### src/rtl/dac_serial_tx_pkg.sv
`default_nettype none
// ============================================================================
//  Module      : dac_pkg
//  Description : Shared types and helpers for the serial DAC transmitter.
//                tx_state_t    - serializer state encoding
//                frame_cycles  - clk cycles needed to shift one stereo frame
//  Revision    : 1.0 - initial release
// ============================================================================
package dac_pkg;

    typedef enum logic [1:0] {
        IDLE  = 2'd0,
        LEFT  = 2'd1,
        RIGHT = 2'd2
    } tx_state_t;

    // Two words of `width` bits, each bit lasting one full bclk period
    // (2 * bclk_div clk cycles).
    function automatic int frame_cycles(input int width, input int bclk_div);
        return 2 * width * 2 * bclk_div;
    endfunction

endpackage
`default_nettype wire

### src/rtl/dac_serial_tx_if.sv
`default_nettype none
// ============================================================================
//  Module      : dac_serial_tx_if
//  Description : Sample input / serial output bundle of dac_serial_tx.
//                master : sample source (drives enable, left, right)
//                slave  : transmitter (drives sample_strobe, busy, bclk,
//                         lrclk, sdata)
//  Revision    : 1.0 - initial release
// ============================================================================
interface dac_serial_tx_if #(
    parameter int WIDTH = 4
);
    logic             enable;
    logic [WIDTH-1:0] left;
    logic [WIDTH-1:0] right;
    logic             sample_strobe;
    logic             busy;
    logic             bclk;
    logic             lrclk;
    logic             sdata;

    modport master (
        output enable, left, right,
        input  sample_strobe, busy, bclk, lrclk, sdata
    );

    modport slave (
        input  enable, left, right,
        output sample_strobe, busy, bclk, lrclk, sdata
    );
endinterface
`default_nettype wire

### src/rtl/dac_sample_timer.sv
`default_nettype none
// ============================================================================
//  Module      : dac_sample_timer
//  Description : Free-running sample-period counter 0..SAMPLE_TIME-1.
//                Held at 0 while disabled, so a tick fires on the very cycle
//                enable rises.
//  Ports       : clk      - system clock
//                reset    - asynchronous active-high reset
//                i_enable - run the counter
//                o_tick   - enabled cycle with counter at 0
//  Revision    : 1.0 - initial release
// ============================================================================
module dac_sample_timer #(
    parameter int SAMPLE_TIME = 128
) (
    input  logic clk,
    input  logic reset,
    input  logic i_enable,
    output logic o_tick
);
    localparam int CNT_W = (SAMPLE_TIME > 1) ? $clog2(SAMPLE_TIME) : 1;
    localparam logic [CNT_W-1:0] c_last = CNT_W'(SAMPLE_TIME - 1);

    logic [CNT_W-1:0] r_count;

    always_ff @(posedge clk or posedge reset) begin
        if (reset) begin
            r_count <= '0;
        end else if (!i_enable) begin
            r_count <= '0;
        end else if (r_count == c_last) begin
            r_count <= '0;
        end else begin
            r_count <= r_count + 1'b1;
        end
    end

    // Gated by reset so the strobe stays low while reset is asserted.
    assign o_tick = i_enable && (r_count == '0) && !reset;

endmodule
`default_nettype wire

### src/rtl/dac_serial_tx.sv
`default_nettype none
// ============================================================================
//  Module      : dac_serial_tx
//  Description : Latches left/right samples on each sample tick and shifts
//                them MSB-first to a serial DAC, left word then right word.
//  Ports       : clk            - system clock
//                reset          - asynchronous active-high reset
//                bus.enable     - run the sample timer
//                bus.left/right - unsigned channel samples
//                bus.sample_strobe - inputs latched this cycle
//                bus.busy       - frame in flight
//                bus.bclk       - bit clock (DAC samples on rising edge)
//                bus.lrclk      - word select, 0 = left, 1 = right
//                bus.sdata      - serial data
//  Revision    : 1.0 - initial release
// ============================================================================
module dac_serial_tx
    import dac_pkg::*;
#(
    parameter int WIDTH       = 4,
    parameter int SAMPLE_TIME = 128,
    parameter int BCLK_DIV    = 2
) (
    input  logic            clk,
    input  logic            reset,
    dac_serial_tx_if.slave  bus
);
    localparam int IDX_W = (WIDTH > 1) ? $clog2(WIDTH) : 1;
    localparam int PH_W  = $clog2(2 * BCLK_DIV);

    localparam logic [IDX_W-1:0] c_idx_top = IDX_W'(WIDTH - 1);
    localparam logic [PH_W-1:0]  c_ph_last = PH_W'(2 * BCLK_DIV - 1);
    localparam logic [PH_W-1:0]  c_ph_high = PH_W'(BCLK_DIV);

    // A frame must finish before the next tick can restart the serializer.
    if (SAMPLE_TIME < frame_cycles(WIDTH, BCLK_DIV) + 1) begin : g_param_check
        $error("dac_serial_tx: SAMPLE_TIME too small for one frame");
    end

    logic             w_tick;
    tx_state_t        r_state, w_state_nxt;
    logic [IDX_W-1:0] r_idx, w_idx_nxt;
    logic [PH_W-1:0]  r_phase, w_phase_nxt;
    logic [WIDTH-1:0] r_left_sh, w_left_nxt;
    logic [WIDTH-1:0] r_right_sh, w_right_nxt;
    logic             r_busy, r_bclk, r_lrclk, r_sdata;
    logic             w_busy_nxt, w_bclk_nxt, w_lrclk_nxt, w_sdata_nxt;

    dac_sample_timer #(
        .SAMPLE_TIME (SAMPLE_TIME)
    ) u_timer (
        .clk      (clk),
        .reset    (reset),
        .i_enable (bus.enable),
        .o_tick   (w_tick)
    );

    // Next-state logic. Output pins are registered from the next-state
    // values so they are glitch-free and appear one cycle after the tick.
    always_comb begin
        w_state_nxt = r_state;
        w_idx_nxt   = r_idx;
        w_phase_nxt = r_phase;
        w_left_nxt  = r_left_sh;
        w_right_nxt = r_right_sh;

        if (w_tick) begin
            w_left_nxt  = bus.left;
            w_right_nxt = bus.right;
            w_state_nxt = LEFT;
            w_idx_nxt   = c_idx_top;
            w_phase_nxt = '0;
        end else if (r_state != IDLE) begin
            if (r_phase == c_ph_last) begin
                w_phase_nxt = '0;
                if (r_idx != '0) begin
                    w_idx_nxt = r_idx - 1'b1;
                end else if (r_state == LEFT) begin
                    w_state_nxt = RIGHT;
                    w_idx_nxt   = c_idx_top;
                end else begin
                    w_state_nxt = IDLE;
                end
            end else begin
                w_phase_nxt = r_phase + 1'b1;
            end
        end

        w_busy_nxt  = (w_state_nxt != IDLE);
        // bclk low for the first half of each bit so data settles before
        // the rising edge.
        w_bclk_nxt  = w_busy_nxt && (w_phase_nxt >= c_ph_high);
        w_lrclk_nxt = (w_state_nxt == RIGHT);
        case (w_state_nxt)
            LEFT:    w_sdata_nxt = w_left_nxt[w_idx_nxt];
            RIGHT:   w_sdata_nxt = w_right_nxt[w_idx_nxt];
            default: w_sdata_nxt = 1'b0;
        endcase
    end

    always_ff @(posedge clk or posedge reset) begin
        if (reset) begin
            r_state    <= IDLE;
            r_idx      <= '0;
            r_phase    <= '0;
            r_left_sh  <= '0;
            r_right_sh <= '0;
            r_busy     <= 1'b0;
            r_bclk     <= 1'b0;
            r_lrclk    <= 1'b0;
            r_sdata    <= 1'b0;
        end else begin
            r_state    <= w_state_nxt;
            r_idx      <= w_idx_nxt;
            r_phase    <= w_phase_nxt;
            r_left_sh  <= w_left_nxt;
            r_right_sh <= w_right_nxt;
            r_busy     <= w_busy_nxt;
            r_bclk     <= w_bclk_nxt;
            r_lrclk    <= w_lrclk_nxt;
            r_sdata    <= w_sdata_nxt;
        end
    end

    assign bus.sample_strobe = w_tick;
    assign bus.busy          = r_busy;
    assign bus.bclk          = r_bclk;
    assign bus.lrclk         = r_lrclk;
    assign bus.sdata         = r_sdata;

endmodule
`default_nettype wire

### src/flat_wrapper.sv
// flat-port wrapper written by rule: the top's interface ports become plain ports
module dac_serial_tx_flat import dac_pkg::*;
#(
    parameter int WIDTH       = 4,
    parameter int SAMPLE_TIME = 128,
    parameter int BCLK_DIV    = 2
)
  (clk, reset, bus_enable, bus_left, bus_right, bus_sample_strobe, bus_busy, bus_bclk, bus_lrclk, bus_sdata);
  dac_serial_tx_if #(.WIDTH(WIDTH)) bus_i ();
  input  logic clk;
  input  logic reset;
  input wire logic [$bits(bus_i.enable)-1:0] bus_enable;
  input wire logic [$bits(bus_i.left)-1:0] bus_left;
  input wire logic [$bits(bus_i.right)-1:0] bus_right;
  output wire logic [$bits(bus_i.sample_strobe)-1:0] bus_sample_strobe;
  output wire logic [$bits(bus_i.busy)-1:0] bus_busy;
  output wire logic [$bits(bus_i.bclk)-1:0] bus_bclk;
  output wire logic [$bits(bus_i.lrclk)-1:0] bus_lrclk;
  output wire logic [$bits(bus_i.sdata)-1:0] bus_sdata;
  assign bus_i.enable = bus_enable;
  assign bus_i.left = bus_left;
  assign bus_i.right = bus_right;
  assign bus_sample_strobe = bus_i.sample_strobe;
  assign bus_busy = bus_i.busy;
  assign bus_bclk = bus_i.bclk;
  assign bus_lrclk = bus_i.lrclk;
  assign bus_sdata = bus_i.sdata;
  dac_serial_tx #(.WIDTH(WIDTH), .SAMPLE_TIME(SAMPLE_TIME), .BCLK_DIV(BCLK_DIV)) u_core (.clk(clk), .reset(reset), .bus(bus_i));
endmodule
### config.mk
export PLATFORM = sky130hd
export DESIGN_NAME = dac_serial_tx_flat
export DESIGN_NICKNAME = d
export VERILOG_FILES = /design/src/rtl/dac_serial_tx_pkg.sv /design/src/rtl/dac_serial_tx_if.sv /design/src/rtl/dac_sample_timer.sv /design/src/rtl/dac_serial_tx.sv /design/src/flat_wrapper.sv
export SDC_FILE = /design/constraint.sdc
export NUM_CORES = 1
export LEC_CHECK = 0
export CORE_MARGIN = 8
export CORE_UTILIZATION = 50
export CTS_CLUSTER_DIAMETER = 80
export DETAILED_ROUTE_END_ITERATION = 10
export PLACE_DENSITY_LB_ADDON = 0.2
export SYNTH_ARGS = -nofsm -noshare
export SYNTH_HDL_FRONTEND = slang
export SYNTH_SLANG_ARGS = --single-unit
### constraint.sdc
create_clock -name clk -period 5.02 [get_ports clk]
set_input_delay 1.004 -clock clk [delete_from_list [all_inputs] [get_ports clk]]
set_output_delay 1.004 -clock clk [all_outputs]
set_load 0.02 [all_outputs]
Word-level counts from Yosys, hierarchy flattened --
Index checks and enable logic that the tools add are counted. Widths: inputs -> output; s select.
Word-level totals: register bits after elaboration 25, output and inout port bits 5, bits of input ports 11
Cells by class: $lt $le $gt $ge 2, multiplexer cells 22, $add $sub $neg 3, equal/unequal tests 5, reduce and logical (&&, ||, !) cells 8
Operators by type and width (count):
- $mux 2 | 13
- $mux 7 | 2
- $mux 4 | 2
- $add 7x1->7 const B | 1
- $eq 7x7->1 const B | 1
- $logic_not 7->1 | 1
- $reduce_bool 2->1 | 3
- $bmux 1 s2 | 2
- $eq 2x1->1 const B | 2
- $eq 2x2->1 const B | 2
- $logic_and 1x1->1 | 3
- $lt 2x3->1 const B | 1
- $add 2x1->2 const B | 1
- $ge 2x2->1 const B | 1
- $mux 1 | 2
- $pmux 1 s2 | 1
- $sub 2x1->2 const B | 1
- $logic_not 1->1 | 1

Longest topological paths before layout --
Gate-level depths: netlist of run 1.
word-level depth 9, mapped depth 9, mapped depth without buffers 9

By module --
From an unflattened synthesis of run 1, not the netlist that was laid out.
Unflattened totals: cells, all modules 110, area total of the unflattened synthesis 1241.2 sq um
By module, submodules not included:
- dac_serial_tx | instances 1, area each 879.6 sq um, cells each 72, seq. area each 450.4 sq um
- dac_sample_timer | instances 1, area each 361.6 sq um, cells each 38, seq. area each 175.2 sq um

Least setup slack after synthesis of run 1 --
No wires, ideal clock.
path type input to output, start point in reset, end point out bus_sample_strobe, data required time 4.016 ns, arrival 1.952 ns, path buffers 1, slack 2.064 ns, cell stages on the path 4, path through nor4b_1 -> nand2_1 -> inv_1 -> clkbuf_1
Between the ends: word-level cells in the longest chain between the ends 2
RTL lines:
- start: declaration | line flat_wrapper.sv:11 | input logic reset;
- $logic_not 1->1 (no line)
- $logic_and 1x1->1 | line dac_sample_timer.sv:39 | assign o_tick = i_enable && (r_count == '0) && !reset;
- end: declaration | line flat_wrapper.sv:15 | output wire logic [$bits(bus_i.sample_strobe)-1:0] bus_sample_strobe;
Every way passes these cells.

Worst setup path in the final report of run 1 --
start point in bus_enable, end point out bus_sample_strobe
Between the ends: word-level cells in the longest chain between the ends 2
RTL lines:
- start: declaration | line flat_wrapper.sv:12 | input wire logic [$bits(bus_i.enable)-1:0] bus_enable;
- $logic_and 1x1->1 (2 in a row) | line dac_sample_timer.sv:39
Every way passes these cells.

==> results of run 1 <==
## synthesized netlist by cell type
master / count / share of area [%]
nand2_1: 33 / 11
dfrtp_1: 25 / 53
inv_1: 9 / 2.9
nor2_1: 8 / 2.6
ha_1: 6 / 6.4
o21ai_0: 5 / 2.1
and2_1: 4 / 2.1
a21oi_1: 3 / 1.3
mux2i_1: 3 / 2.6
nand3_1: 3 / 1.3
xnor2_1: 3 / 2.2
clkbuf_1: 2 / 0.64
mux4_2: 2 / 3.8
nor3_1: 2 / 0.86
nor4b_1: 2 / 1.5
xor2_1: 2 / 1.5
and2_4: 1 / 0.75
and3_1: 1 / 0.54
nand2b_1: 1 / 0.54
nand2b_4: 1 / 1.2
o22ai_1: 1 / 0.54
or3_1: 1 / 0.54
## cells by family (layout without fill, tap and decap cells)
group / count (synthesis) / after routing / share of synthesized area (%)
and+or+nand+nor: 57 / 57 / 22.5
DFF: 25 / 25 / 53.5
buffers and inverters: 11 / 28 / 3.53
AOI/OAI and AO/OA: 9 / 9 / 3.96
adders and majority gates: 6 / 6 / 6.42
xor gates and xnor gates: 5 / 5 / 3.74
muxes: 5 / 5 / 6.42
## layout make-up
| class | count | area share [%] |
|---|---|---|
| flip-flops and latches | 25 | 45.5 |
| multi-input cells | 82 | 36.6 |
| clock buffers | 4 | 1.91 |
| inverters | 9 | 2.46 |
| well taps | 28 | 2.55 |
| repair buffers | 15 | 10.9 |
## critical path: stages
cell and delay [ns]:
clkdlybuf4s50_1 0.51, nor4b_1 0.26, nand2_1 0.37, inv_1 0.41
clkdlybuf4s50_1 0.68
## flip-flops by register name, summed over array words and instances, names as in the netlist
signal	flops
u_core.r_state	2
u_core.bus.busy	1
u_core.r_left_sh	4
u_core.r_idx	2
u_core.r_phase	2
u_core.bus.lrclk	1
u_core.r_right_sh	4
u_core.bus.bclk	1
u_core.bus.sdata	1
u_core.u_timer.r_count	7
## stage by stage
step | std cells | area, sq um | setup WS [ns] | hold slack, ns | power [mW]
6_report | 163 | 1370 | 0.775 | 0.495 | 0.593
3_5_place_dp | 159 | 1350 | 0.768 | 0.465 | 0.518
5_1_grt | 163 | 1370 | 0.571 | 0.533 | 0.647
3_3_place_gp | 159 | 1350 | 0.839 | 0.455 | 0.511
4_1_cts | 163 | 1370 | 0.747 | 0.495 | 0.601
2_1_floorplan | 118 | 1170 | 2.06 | 0.440 | 0.449
## path summary, 6_finish.rpt
| kind | start | endpoint | slack (ns) | cells after the start |
|---|---|---|---|---|
| worst min-delay path | u_core.r_right_sh[3] | u_core.r_right_sh[3] | 0.49 | 2 |
| max in group asynchronous | reset | u_core.bus.bclk | 3.27 | 2 |
| min in group asynchronous | reset | u_core.r_right_sh[3] | 1.22 | 2 |
| worst max register to register | u_core.u_timer.r_count[0] | u_core.bus.sdata | 2.89 | 8 |
| worst max-delay path | bus_enable | bus_sample_strobe | 0.77 | 5 |
| worst min register to register | u_core.r_right_sh[3] | u_core.r_right_sh[3] | 0.49 | 2 |
## where the power goes
part           switching (mW)  internal [mW]
registers              0.0288          0.252
logic                   0.117          0.113
clock network          0.0508         0.0309
## per-layer routing
metal	routed length (um)	track usage [%]	part of all wire (%)
met5	0	0	0
met4	33	4.90	1.7
met1	992	13.8	51
met2	847	17.5	43
met3	84	2.44	4.3
==> impl_metrics.csv, run 1 <==
group,metric,value,unit
global_route,grt_usage,10.9,%
synth,netlist_area,0.00117,sq mm
timing,finalClockSkew,0.00515,ns
synth,ys_seq_area_share,53.5,%
placed_design,dp_hpwl,1540,um
placed_design,place_congestion,0.811,
floorplan,die_x,64.4,um
clock_network,cts_hold_buf,0,
critical_path,cp_max_fo,15,
clock_network,cts.htree.levels,1,
timing,finalSetupViolations,0,
timing,fin_crit,4.25,ns
clock_network,cts_root_buf,"clkbuf_4",
clock_network,clock_sinks,25,
critical_path,crit_arrival,3.24,ns
final_layout,final_net_count,153,
placed_design,port_buffers,15,
clock_network,post_cts_buffers,0,
global_route,globalRouteOverflowTotal,0,
detailed_routing,drtAntennaViolNets,0,
detailed_routing,wl,1960,um
final_layout,antenna_cells,0,
worst_hold_path,hold_path.class,"reg -> reg",
critical_path,required,4.02,ns
timing,worst_pin_slew,0.882,ns
synth,synth.distinct_cells,22,
power,vdd_drop_max,0.230,mV
floorplan,die-area,0.00414,sq mm
final_layout,final_core_util,62.1,%
timing,slew_headroom,41.1,%
clock_network,clk_pin_slew_worst_paths,0.12,ns
synth,synth_seq_cells,25,
global_route,antenna_found_initial,0,
final_layout,multi_input_area,503,sq um
detailed_routing,wl_per_cell,12.0,um
clock_network,tritoncts,"built",
floorplan,initial_core_util,52.9,%
power,power.leakage,0.682,nW
timing,slew_violations,0,
timing,max_freq,236,MHz
outcome,status,"finished clean",
floorplan,die_height,64.4,um
timing,timing.final.crit_share,84.6,%
global_route,grt_pass1_vias,874,
synth,syn_nets,135,
power,pwr_density_cell,432,mW/mm^2
detailed_routing,vias,798,
timing,hold_viol,0,
final_layout,register_area,626,sq um
clock_network,clock_latency,0.30,ns
final_layout,fillers,202,
final_layout,area_growth,17.4,%
global_route,grt_max_degree,26,
timing,setup-tns-final,0,ns
detailed_routing,drt_iter0_drc,33,
floorplan,top_level_ports,16,
final_layout,final_cell_mix,"nand2_1, dfrtp_1, clkdlybuf4s50_1",
critical_path,worst_setup_path_start_kind,"primary input",
clock_network,clockBufferDepth,2,
critical_path,critPathKind,"in -> out",
detailed_routing,remaining_drc_errors,0,
timing,rsz0062_at_grt,"no",
detailed_routing,viasPerCell,4.90,
synth,syn_inst,118,
synth,ys.warnings.count,0,
final_layout,drive_gt1_share,5.19,%
clock_network,cts_resized,0,
run,cap_violations,0,
global_route,grt_pass1_wl,3750,um
final_layout,layout_commonest_cell,"nand2_1",
detailed_routing,firstDrtPassIters,4,
floorplan,rows,17,
synth,avgSynthCellArea,9.91,sq um
floorplan,coreArea,0.00221,sq mm
critical_path,cp-end-kind,"output pin",
clock_network,numCtsBuffers,3,
No activity file was read; power rests on OpenSTA's default activity.
==> run 2, diff against run 1 <==
--- a/config.mk
+++ b/config.mk
@@ -6,7 +6,7 @@
 export NUM_CORES = 1
 export LEC_CHECK = 0
 export CORE_MARGIN = 8
-export CORE_UTILIZATION = 50
+export CORE_UTILIZATION = 47
 export CTS_CLUSTER_DIAMETER = 80
 export DETAILED_ROUTE_END_ITERATION = 10
 export PLACE_DENSITY_LB_ADDON = 0.2
==> constraint.sdc (replaced) <==
create_clock -name clk -period 3.5 [get_ports clk]
set_input_delay 0.7 -clock clk [delete_from_list [all_inputs] [get_ports clk]]
set_output_delay 0.7 -clock clk [all_outputs]
set_load 0.02 [all_outputs]
==> run 2 against run 1 <==
  * Utilization fell by 4.3 points
  * Non-clock buffer count grew 2
  * Power grew 45%
  * Count of clock-buffer cells in the layout decreased by 1
  * Clock power is 53% higher
  * Via count grew 3.4%
  * Clock skew up 0.0077 ns
  * Cell count up 2.5%
  * Critical path type unchanged
  * Critical endpoint unchanged
==> impl_metrics.csv, run 2 (synthesis gave the netlist of run 1 again) <==
group,metric,value,unit
detailed_routing,drtAntennaViolNets,0,
timing,worst_pin_slew,0.917,ns
floorplan,coreArea,0.00241,sq mm
critical_path,critPathMaxStageDelay,0.61,ns
timing,max_freq,334,MHz
timing,timing.final.crit_share,85.4,%
placed_design,port_buffers,15,
global_route,antenna_found_initial,0,
timing,finalSetupViolations,0,
critical_path,critPathKind,"in -> out",
final_layout,drive_gt1_share,7.30,%
final_layout,reg_top3,"u_core.u_timer.r_count x7, u_core.r_left_sh x4, u_core.r_right_sh x4",
timing,slew_violations,0,
timing,finalClockSkew,0.0128,ns
floorplan,initial_core_util,48.5,%
global_route,grt_pass1_wl,3660,um
global_route,globalRouteOverflowTotal,0,
floorplan,die-area,0.00434,sq mm
clock_network,cts_resized,0,
detailed_routing,firstDrtPassIters,4,
clock_network,cts_root_buf,"clkbuf_4",
run,cap_violations,0,
power,pwr_density_cell,617,mW/mm^2
clock_network,tritoncts,"built",
worst_hold_path,hold_path.class,"reg -> reg",
timing,slew_headroom,38.8,%
floorplan,die_height,65.9,um
critical_path,cp_max_fo,5,
clock_network,clk_pin_slew_worst_paths,0.12,ns
timing,fin_crit,2.99,ns
final_layout,antenna_cells,0,
timing,rsz0062_at_grt,"no",
floorplan,top_level_ports,16,
final_layout,area_growth,19.0,%
clock_network,post_cts_buffers,0,
final_layout,fillers,221,
final_layout,final_net_count,155,
critical_path,cp_common_cell,"clkdlybuf4s50_1",
global_route,grt_usage,10.6,%
final_layout,largest-register,"u_core.u_timer.r_count",
detailed_routing,wl_per_cell,12.0,um
power,power.leakage,0.695,nW
timing,finalWorstSetupSlack,0.510,ns
critical_path,path_cells,"clkdlybuf4s50_1 -> nor4b_1 -> nand2_1 -> inv_1 -> clkdlybuf4s50_1",
global_route,grt_pass1_vias,873,
clock_network,clock_latency,0.31,ns
clock_network,clock_sinks,25,
detailed_routing,viasPerCell,4.94,
critical_path,slowest_stage,"clkdlybuf4s50_1",
placed_design,pre_cts_ws,0.510,ns
critical_path,worst_setup_path_start_kind,"primary input",
final_layout,instances_no_fill,167,
placed_design,dp_hpwl,1530,um
placed_design,place_inst,163,
clock_network,cts_hold_buf,0,
critical_path,crit_arrival,2.29,ns
clock_network,cts.htree.levels,1,
floorplan,die_x,65.9,um
global_route,grt_max_degree,26,
detailed_routing,drt_iter0_drc,21,
clock_network,numCtsBuffers,3,
power,vdd_drop_max,0.335,mV
outcome,status,"finished clean",
final_layout,final_cell_mix,"nand2_1, dfrtp_1, clkdlybuf4s50_1",
critical_path,cp-end-kind,"output pin",
placed_design,place_congestion,0.835,
timing,setup-tns-final,0,ns
floorplan,rows,18,
final_layout,largest_reg_flops,7,
clock_network,clockBufferDepth,2,
critical_path,required,2.80,ns
detailed_routing,wl,2000,um
detailed_routing,remaining_drc_errors,0,
detailed_routing,vias,825,
final_layout,layout_commonest_cell,"nand2_1",
timing,hold_viol,0,
-- run 2: cell count changes in the layout (fill, tap and decap cells not counted) --
cell,change
clkbuf_1,-1
buf_4,+2
clkinv_2,+1
-- run 2: critical path: cells and delay by family --
| kind | cells | cell delay, ns |
|---|---|---|
| buffers and inverters | 3 | 1.22 |
| AND/OR/NAND/NOR | 2 | 0.37 |
-- run 2: area by class of cell --
cell class / instances / area [sq um] / area share, %
timing repair buffer: 17 / 165 / 11.9
multi-input combinational: 82 / 503 / 36.1
inverter: 9 / 33.8 / 2.43
tap: 30 / 37.5 / 2.70
clock buffer: 3 / 22.5 / 1.62
sequential: 25 / 626 / 44.9
clock inverter: 1 / 5.00 / 0.359
-- run 2: worst paths after layout --
kind,from,endpoint,slack [ns],cells after the start
max reg2reg,u_core.r_phase[0],u_core.bus.sdata,1.37,7
min,u_core.u_timer.r_count[0],u_core.u_timer.r_count[0],0.50,1
min reg2reg,u_core.u_timer.r_count[0],u_core.u_timer.r_count[0],0.50,1
max in group asynchronous,reset,u_core.u_timer.r_count[5],2.02,2
max,bus_enable,bus_sample_strobe,0.51,5
min in group asynchronous,reset,u_core.r_phase[1],0.91,2
-- run 2: per-stage QoR --
stage                     utilization, %  cell area [sq um]  total power, mW  hold slack [ns]
after floorplan                        -               1170            0.644            0.440
after global placement              56.6               1370            0.731            0.453
after detailed placement            56.6               1370            0.744            0.465
after CTS                           57.8               1390            0.869            0.497
after global routing                57.8               1390            0.936            0.516
final                               57.8               1390            0.859            0.495
-- run 2: routing by layer --
layer | track usage [%] | vias to the layer above | routed length [um]
met4 | 3.27 | 0 | 12
met1 | 12.9 | 395 | 974
li1 | - | 417 | -
met2 | 17.8 | 11 | 928
met5 | 0 | - | 0
met3 | 2.88 | 2 | 87
-- run 2: where the power goes --
| group | switching [mW] | internal [mW] |
|---|---|---|
| Clock | 0.0821 | 0.0426 |
| Combinational | 0.169 | 0.165 |
| Sequential | 0.0401 | 0.361 |
| Total | 0.291 | 0.568 |
==> run 3, diff against run 2 <==
--- a/config.mk
+++ b/config.mk
@@ -5,11 +5,14 @@
 export SDC_FILE = /design/constraint.sdc
 export NUM_CORES = 1
 export LEC_CHECK = 0
+export ABC_AREA = 0
 export CORE_MARGIN = 8
-export CORE_UTILIZATION = 47
+export CORE_UTILIZATION = 50
 export CTS_CLUSTER_DIAMETER = 80
 export DETAILED_ROUTE_END_ITERATION = 10
+export DONT_BUFFER_PORTS = 1
 export PLACE_DENSITY_LB_ADDON = 0.2
+export SLEW_MARGIN = 20
 export SYNTH_ARGS = -nofsm -noshare
 export SYNTH_HDL_FRONTEND = slang
 export SYNTH_SLANG_ARGS = --single-unit
==> run 3 against run 2 <==
  * Clock skew shrank 0.011 ns
  * Combinational power fell by 18%
  * Sequential share of layout area grew 6.2 points
  * Sequential cell count unchanged
  * Final area shrank 12%
  * Die area decreased by 4.6%
  * Critical path depth unchanged
  * Via count shrank 7.9%
  * Wire length up 1.4%
  * Largest power group unchanged
==> impl_metrics.csv, run 3 (synthesis gave the netlist of run 1 again) <==
group,metric,value,unit
clock_network,cts.htree.levels,1,
clock_network,numCtsBuffers,3,
critical_path,cp_max_fo,15,
final_layout,antenna_cells,0,
power,p_sw_share,35.2,%
clock_network,tritoncts,"built",
power,pwr-share-comb,33.1,%
run,cap_violations,0,
final_layout,fillers,206,
clock_network,clock_sinks,25,
floorplan,top_level_ports,16,
final_layout,final_cell_mix,"nand2_1, dfrtp_1, inv_1",
placed_design,place_congestion,0.797,
final_layout,reg_top3,"u_core.u_timer.r_count x7, u_core.r_left_sh x4, u_core.r_right_sh x4",
timing,finalClockSkew,0.00168,ns
placed_design,port_buffers,0,
detailed_routing,drt_iter0_drc,14,
timing,slew_headroom,40.2,%
timing,finalSetupViolations,0,
floorplan,initial_core_util,52.9,%
clock_network,cts_root_buf,"clkbuf_4",
final_layout,drive_gt1_share,5.83,%
detailed_routing,viasPerCell,5.14,
timing,fin_crit,2.77,ns
final_layout,layout_commonest_cell,"nand2_1",
clock_network,cts_resized,0,
timing,finalWorstSetupSlack,0.728,ns
final_layout,area_growth,4.60,%
global_route,antenna_found_initial,0,
power,clkPwrFrac,15.1,%
worst_hold_path,hold_path.class,"in -> async",
critical_path,required,2.80,ns
placed_design,dp_hpwl,1580,um
timing,slew_violations,0,
global_route,grt_pass1_wl,3580,um
power,p_int,534,uW
global_route,grt_max_degree,26,
final_layout,final_core_util,55.3,%
power,power.leakage,0.625,nW
floorplan,die_x,64.4,um
timing,hold_viol,0,
clock_network,post_cts_buffers,0,
clock_network,clock_latency,0.31,ns
detailed_routing,drtAntennaViolNets,0,
critical_path,cp-end-kind,"output pin",
final_layout,fin_area,0.00122,sq mm
critical_path,crit_arrival,2.07,ns
floorplan,coreArea,0.00221,sq mm
timing,hold_slack,0.451,ns
power,pwr_density_cell,674,mW/mm^2
clock_network,clockBufferDepth,2,
clock_network,clk_pin_slew_worst_paths,0.12,ns
detailed_routing,remaining_drc_errors,0,
final_layout,largest-register,"u_core.u_timer.r_count",
placed_design,pre_cts_ws,0.952,ns
floorplan,die_height,64.4,um
critical_path,worst_setup_path_start_kind,"register",
critical_path,critPathKind,"reg -> out",
power,vdd_drop_max,0.347,mV
detailed_routing,wl,2030,um
detailed_routing,vias,760,
timing,timing.final.crit_share,79.2,%
power,switchingPower,290,uW
floorplan,rows,17,
global_route,globalRouteOverflowTotal,0,
detailed_routing,firstDrtPassIters,4,
timing,setup-tns-final,0,ns
clock_network,cts_hold_buf,0,
timing,rsz0062_at_grt,"no",
global_route,grt_usage,10.8,%
critical_path,r2r_cells,8,
outcome,status,"finished clean",
detailed_routing,wl_per_cell,13.7,um
placed_design,dpl_cell_area,0.00120,sq mm
final_layout,largest_reg_flops,7,
floorplan,die-area,0.00414,sq mm
global_route,grt_pass1_vias,784,
timing,worst_pin_slew,0.896,ns
timing,max_freq,361,MHz
final_layout,final_net_count,138,
power,p_seq_share,51.8,%
run 3: cell types whose count changed in the layout (fill, tap and decap cells not counted), sizes merged:
cell / delta
buf: -2
clkbuf: +1
clkdlybuf4s50: -15
clkinv: -1
run 3: worst max-delay path: stages (launching register included):
cell,delay [ns]
dfrtp_1,0.43
inv_1,0.07
ha_1,0.14
nor4b_1,0.24
nand2_1,0.35
inv_1,0.53
run 3: path summary, 6_finish.rpt:
path / from / to / slack, ns
max in group asynchronous: reset / u_core.u_timer.r_count[6] / 2.50
hold reg to reg: u_core.r_right_sh[0] / u_core.r_right_sh[0] / 0.49
setup reg to reg: u_core.u_timer.r_count[0] / u_core.bus.sdata / 1.34
hold / removal: reset / u_core.u_timer.r_count[0] / 0.45
setup / recovery: u_core.u_timer.r_count[0] / bus_sample_strobe / 0.73
min in group clk: bus_left[0] / u_core.r_left_sh[0] / 0.48
run 3: metal layers:
metal	part of all wire, %	up-vias	GRT usage, %
met5	0	-	0
met3	5.7	4	4.18
met4	1.5	0	4.63
met1	46	359	12.6
met2	47	15	17.3
li1	-	382	-
run 3: power groups by stage:
stage                     Sequential, mW  Combinational [mW]  Clock [mW]
final                              0.427               0.273       0.124
after global routing               0.438               0.314       0.138
after CTS                          0.427               0.277       0.127
after detailed placement           0.434               0.276           0
after global placement             0.426               0.267           0
after floorplan                    0.418               0.226           0
run 3: final cells by class:
class,instances,area (sq um),share of cell area (%)
tap,28,35.0,2.86
sequential,25,626,51.1
multi-input combinational,82,503,41.1
inverter,9,33.8,2.76
clock buffer,4,26.3,2.15
run 3: through the flow:
| step | std cells | total power [mW] |
|---|---|---|
| 3_5_place_dp | 144 | 0.710 |
| 5_1_grt | 148 | 0.890 |
| 2_1_floorplan | 118 | 0.644 |
| 6_report | 148 | 0.824 |
| 4_1_cts | 148 | 0.832 |
| 3_3_place_gp | 144 | 0.693 |
==> RTL change 1: new RTL, flow settings as in run 3 <==
Make the reset (`reset`) synchronous in 2 clocked blocks. Comments in the files are not updated.
--- a/src/rtl/dac_sample_timer.sv
+++ b/src/rtl/dac_sample_timer.sv
@@ -23,7 +23,7 @@
 
     logic [CNT_W-1:0] r_count;
 
-    always_ff @(posedge clk or posedge reset) begin
+    always_ff @(posedge clk) begin
         if (reset) begin
             r_count <= '0;
         end else if (!i_enable) begin
--- a/src/rtl/dac_serial_tx.sv
+++ b/src/rtl/dac_serial_tx.sv
@@ -98,7 +98,7 @@
         endcase
     end
 
-    always_ff @(posedge clk or posedge reset) begin
+    always_ff @(posedge clk) begin
         if (reset) begin
             r_state    <= IDLE;
             r_idx      <= '0;
Check against the original RTL: differs if reset is asserted again (counterexample within 4 cycles, from zero or initial values and one cycle with reset high); with reset held inactive, the same outputs for 10 cycles.
==> RTL change 1 against run 3 <==
  * Non-clock buffer count grew 1
  * Largest cell class is now multi-input combinational cells
  * Wire length shrank 8.7%
  * Sequential share of layout area down 7.5 points
  * Sequential cell count unchanged
  * Final area down 6.3%
  * Clock skew is 8.6 ps higher
  * Setup slack improved by 300 ps
  * Area after synthesis shrank 5.6%
Power is not compared: it rests on default switching activity, and its combinational part moved more than twofold at a synthesized area within 25%.
==> RTL change 1: results (changes against run 3) <==
| Metric | Value |
|---|---|
| Top cells by area, synth | `dfxtp_1 45%, mux2i_1 10%, nor2_1 7.1%, ha_1 6.8%, mux4_2 4.1% (was dfrtp_1 53%, nand2_1 11%, ha_1 6.4%, mux4_2 3.9%, inv_1 2.9%)` |
| FILL cells | `198 (was 206)` |
| Wirelength per Cell | `13.1 um (was 13.7 um)` |
| Drt pass-1 iters | `2 (was 4)` |
| Reg2Reg Setup Slack | `1120 ps (was 1340 ps)` |
| Sequential-to-total area share from yosys stat | `0.453 (was 0.535)` |
| First-pass GRT wire length | `3160 um (was 3580 um)` |
| WL met3 | `127 um (was 115 um)` |
| Layout cell share with drive strength beyond 1 | `0.105 (was 0.0583)` |
| M1 GR Usage | `0.105 (was 0.126)` |
| Top cells by count, synth | `25 x dfxtp_1, 21 x nor2_1, 11 x mux2i_1, 7 x a21oi_1, 6 x ha_1 (was 33 x nand2_1, 25 x dfrtp_1, 9 x inv_1, 8 x nor2_1, 6 x ha_1)` |
| Worst path slowest cell | `or4b_4 (was inv_1)` |
| Min-Delay Path Class | `in -> reg (was in -> async)` |
| DRT met1 WL | `836 um (was 933 um)` |
| Met2 Usage GRT | `0.154 (was 0.173)` |
| CP Data Arrival Time | `1770 ps (was 2070 ps)` |
| Post-DR vias/cell | `5.31 (was 5.14)` |
| Netlist cell types | `26 (was 22)` |
| Crit-path max cell delay | `460 ps (was 530 ps)` |
| Met3 Use GR | `0.0412 (was 0.0418)` |
| Pin count of the biggest net entering global routing | `20 (was 26)` |
| Post-place instance area | `1120 um^2 (was 1200 um^2)` |
| GRT Util Overall | `0.0973 (was 0.108)` |
| Clk slew on worst S/H paths | `140 ps (was 120 ps)` |
| NonClk Buf Share | `0.00655 (was 0)` |
| Status | `completed (unchanged)` |
| Clock-cell share of area | `0.0240 (was 0.0215)` |
| Top delay family on crit path | `simple AND/OR/NAND/NOR gates (was buffers and inverters)` |
| Synth async-reset ratio | `0 (was 1.00)` |
| Worst Skew | `10.3 ps (was 1.68 ps)` |
## RTL change 1: cell count changes in the layout (fill, tap and decap cells not counted), sizes merged, moves of 3 or more
cell	delta
dfrtp	-25
a21oi	+4
mux2i	+8
nand2	-28
inv	-3
o21ai	-4
dfxtp	+25
and2	-5
nor2	+13
nor3	+3
## RTL change 1: final timing paths
path | start | end | cells past startpoint
max | u_core.u_timer.r_count[0] | bus_sample_strobe | 4
min | reset | u_core.r_idx[0] | 1
max reg2reg | u_core.u_timer.r_count[0] | u_core.bus.sdata | 9
min reg2reg | u_core.u_timer.r_count[0] | u_core.u_timer.r_count[0] | 1
## RTL change 1: cells by family (layout without fill, tap and decap cells)
group	Yosys count	after routing	share of synthesized area
AOI/OAI and AO/OA	11	11	0.0555
and+or+nand+nor	43	43	0.197
buffers and inverters	9	11	0.0464
xor gates and xnor gates	5	5	0.0396
muxes	13	13	0.140
adders and majority gates	6	6	0.0679
DFF	25	25	0.453
## RTL change 1: stage by stage
step / cells / setup slack (ps) / hold WS, ps
floorplan: 112 / 1160 / 430
global placement: 138 / 1180 / 444
detailed placement: 138 / 1110 / 458
CTS: 142 / 997 / 415
global route: 142 / 890 / 407
finish: 142 / 1030 / 434
## RTL change 1: power by group through the flow
| stage | sequential, mW | combinational (mW) | clock [mW] |
|---|---|---|---|
| 3_5_place_dp | 0.308 | 0.0448 | 0 |
| 4_1_cts | 0.302 | 0.0451 | 0.132 |
| 5_1_grt | 0.303 | 0.0505 | 0.142 |
| 6_report | 0.302 | 0.0443 | 0.126 |
| 2_1_floorplan | 0.307 | 0.0420 | 0 |
| 3_3_place_gp | 0.308 | 0.0429 | 0 |
==> RTL change 2: new RTL, config.mk and constraints of run 3 <==
Without the edit above. `WIDTH` is set to 4 in 3 places; all go to 8.
--- a/src/rtl/dac_serial_tx_if.sv
+++ b/src/rtl/dac_serial_tx_if.sv
@@ -8,7 +8,7 @@
 //  Revision    : 1.0 - initial release
 // ============================================================================
 interface dac_serial_tx_if #(
-    parameter int WIDTH = 4
+    parameter int WIDTH = 8
 );
     logic             enable;
     logic [WIDTH-1:0] left;
--- a/src/rtl/dac_serial_tx.sv
+++ b/src/rtl/dac_serial_tx.sv
@@ -17,7 +17,7 @@
 module dac_serial_tx
     import dac_pkg::*;
 #(
-    parameter int WIDTH       = 4,
+    parameter int WIDTH       = 8,
     parameter int SAMPLE_TIME = 128,
     parameter int BCLK_DIV    = 2
 ) (
--- a/src/flat_wrapper.sv
+++ b/src/flat_wrapper.sv
@@ -1,7 +1,7 @@
 // flat-port wrapper written by rule: the top's interface ports become plain ports
 module dac_serial_tx_flat import dac_pkg::*;
 #(
-    parameter int WIDTH       = 4,
+    parameter int WIDTH       = 8,
     parameter int SAMPLE_TIME = 128,
     parameter int BCLK_DIV    = 2
 )
Ports: changed (resized bus_left and bus_right); port bits go from 16 to 24. No check against the original RTL was run, so the function may have changed too.
==> RTL change 2 against run 3 <==
  * Largest cell class unchanged
  * Sequential cell count is 9 higher
  * Wire length is 57% higher
  * Critical path type is now reg -> reg
  * Area after synthesis is 50% higher
  * Power is 59% higher
  * Global-route usage is 1.9 points higher
  * Synthesized cell count is 44% higher
  * Setup slack better by 75 ps
  * Final area is 51% higher
==> RTL change 2: results (changes against run 3) <==
| Metric | Value |
|---|---|
| Status | `completed (unchanged)` |
| Compound-Gate Fraction of Synth Area | `0.0989 (was 0.0396)` |
| Post-DR vias/cell | `5.30 (was 5.14)` |
| Vias in the first global route | `1,220 (was 784)` |
| Register area | `851 um^2 (was 626 um^2)` |
| Leak pwr | `0.919 nW (was 0.625 nW)` |
| FILL cells | `327 (was 206)` |
| Share of synthesized area spent on multiplexers | `0.0946 (was 0.0642)` |
| Met3 Use GR | `0.0382 (was 0.0418)` |
| NumNets Final | `202 (was 138)` |
| Worst path slowest cell | `or2_2 (was inv_1)` |
| Clock buffer cells | `6 (was 4)` |
| First-pass GRT wire length | `5490 um (was 3580 um)` |
| Critical path fanouts, max | `19 (was 15)` |
| Met2 wire length | `1500 um (was 952 um)` |
| Netlist cell types | `44 (was 22)` |
| P_sw | `478 uW (was 290 uW)` |
| Tightest Pin Transition | `452 ps (was 896 ps)` |
| Initial DRC Count | `62 (was 14)` |
| Inverters | `13 (was 9)` |
| Crit-path max cell delay | `420 ps (was 530 ps)` |
| Maximum vdd drop | `0.344 mV (was 0.347 mV)` |
| Synth Instances | `170 (was 118)` |
| NonClk Buf Share | `0.00810 (was 0)` |
| Met2 Usage GRT | `0.206 (was 0.173)` |
| CP Data Arrival Time | `2940 ps (was 2070 ps)` |
| Placed cell count | `214 (was 144)` |
| GP Congestion | `0.859 (was 0.797)` |
-- RTL change 2: cell count changes after synthesis, sizes merged, moves of 3 or more --
| cell | delta |
|---|---|
| nand2 | -6 |
| a211o | +3 |
| a21oi | +3 |
| mux2 | +8 |
| dfrtp | +9 |
| nor2 | +4 |
| o211ai | +3 |
-- RTL change 2: path summary, 6_finish.rpt --
| check | end | slack (ps) | cells after the start |
|---|---|---|---|
| max | u_core.bus.sdata | 800 | 12 |
| min | u_core.r_state[0] | 360 | 2 |
| max reg2reg | u_core.bus.sdata | 800 | 12 |
| min reg2reg | u_core.r_right_sh[1] | 480 | 2 |
| max in group asynchronous | u_core.r_right_sh[1] | 2840 | 2 |
| min in group clk | u_core.r_left_sh[5] | 480 | 2 |
-- RTL change 2: metrics by stage --
stage,hold slack [ps],cell area (um^2),util
after detailed placement,467,1800,0.536
after global placement,454,1800,0.536
after CTS,362,1850,0.551
after global routing,380,1850,0.551
final,357,1850,0.551
after floorplan,438,1760,-
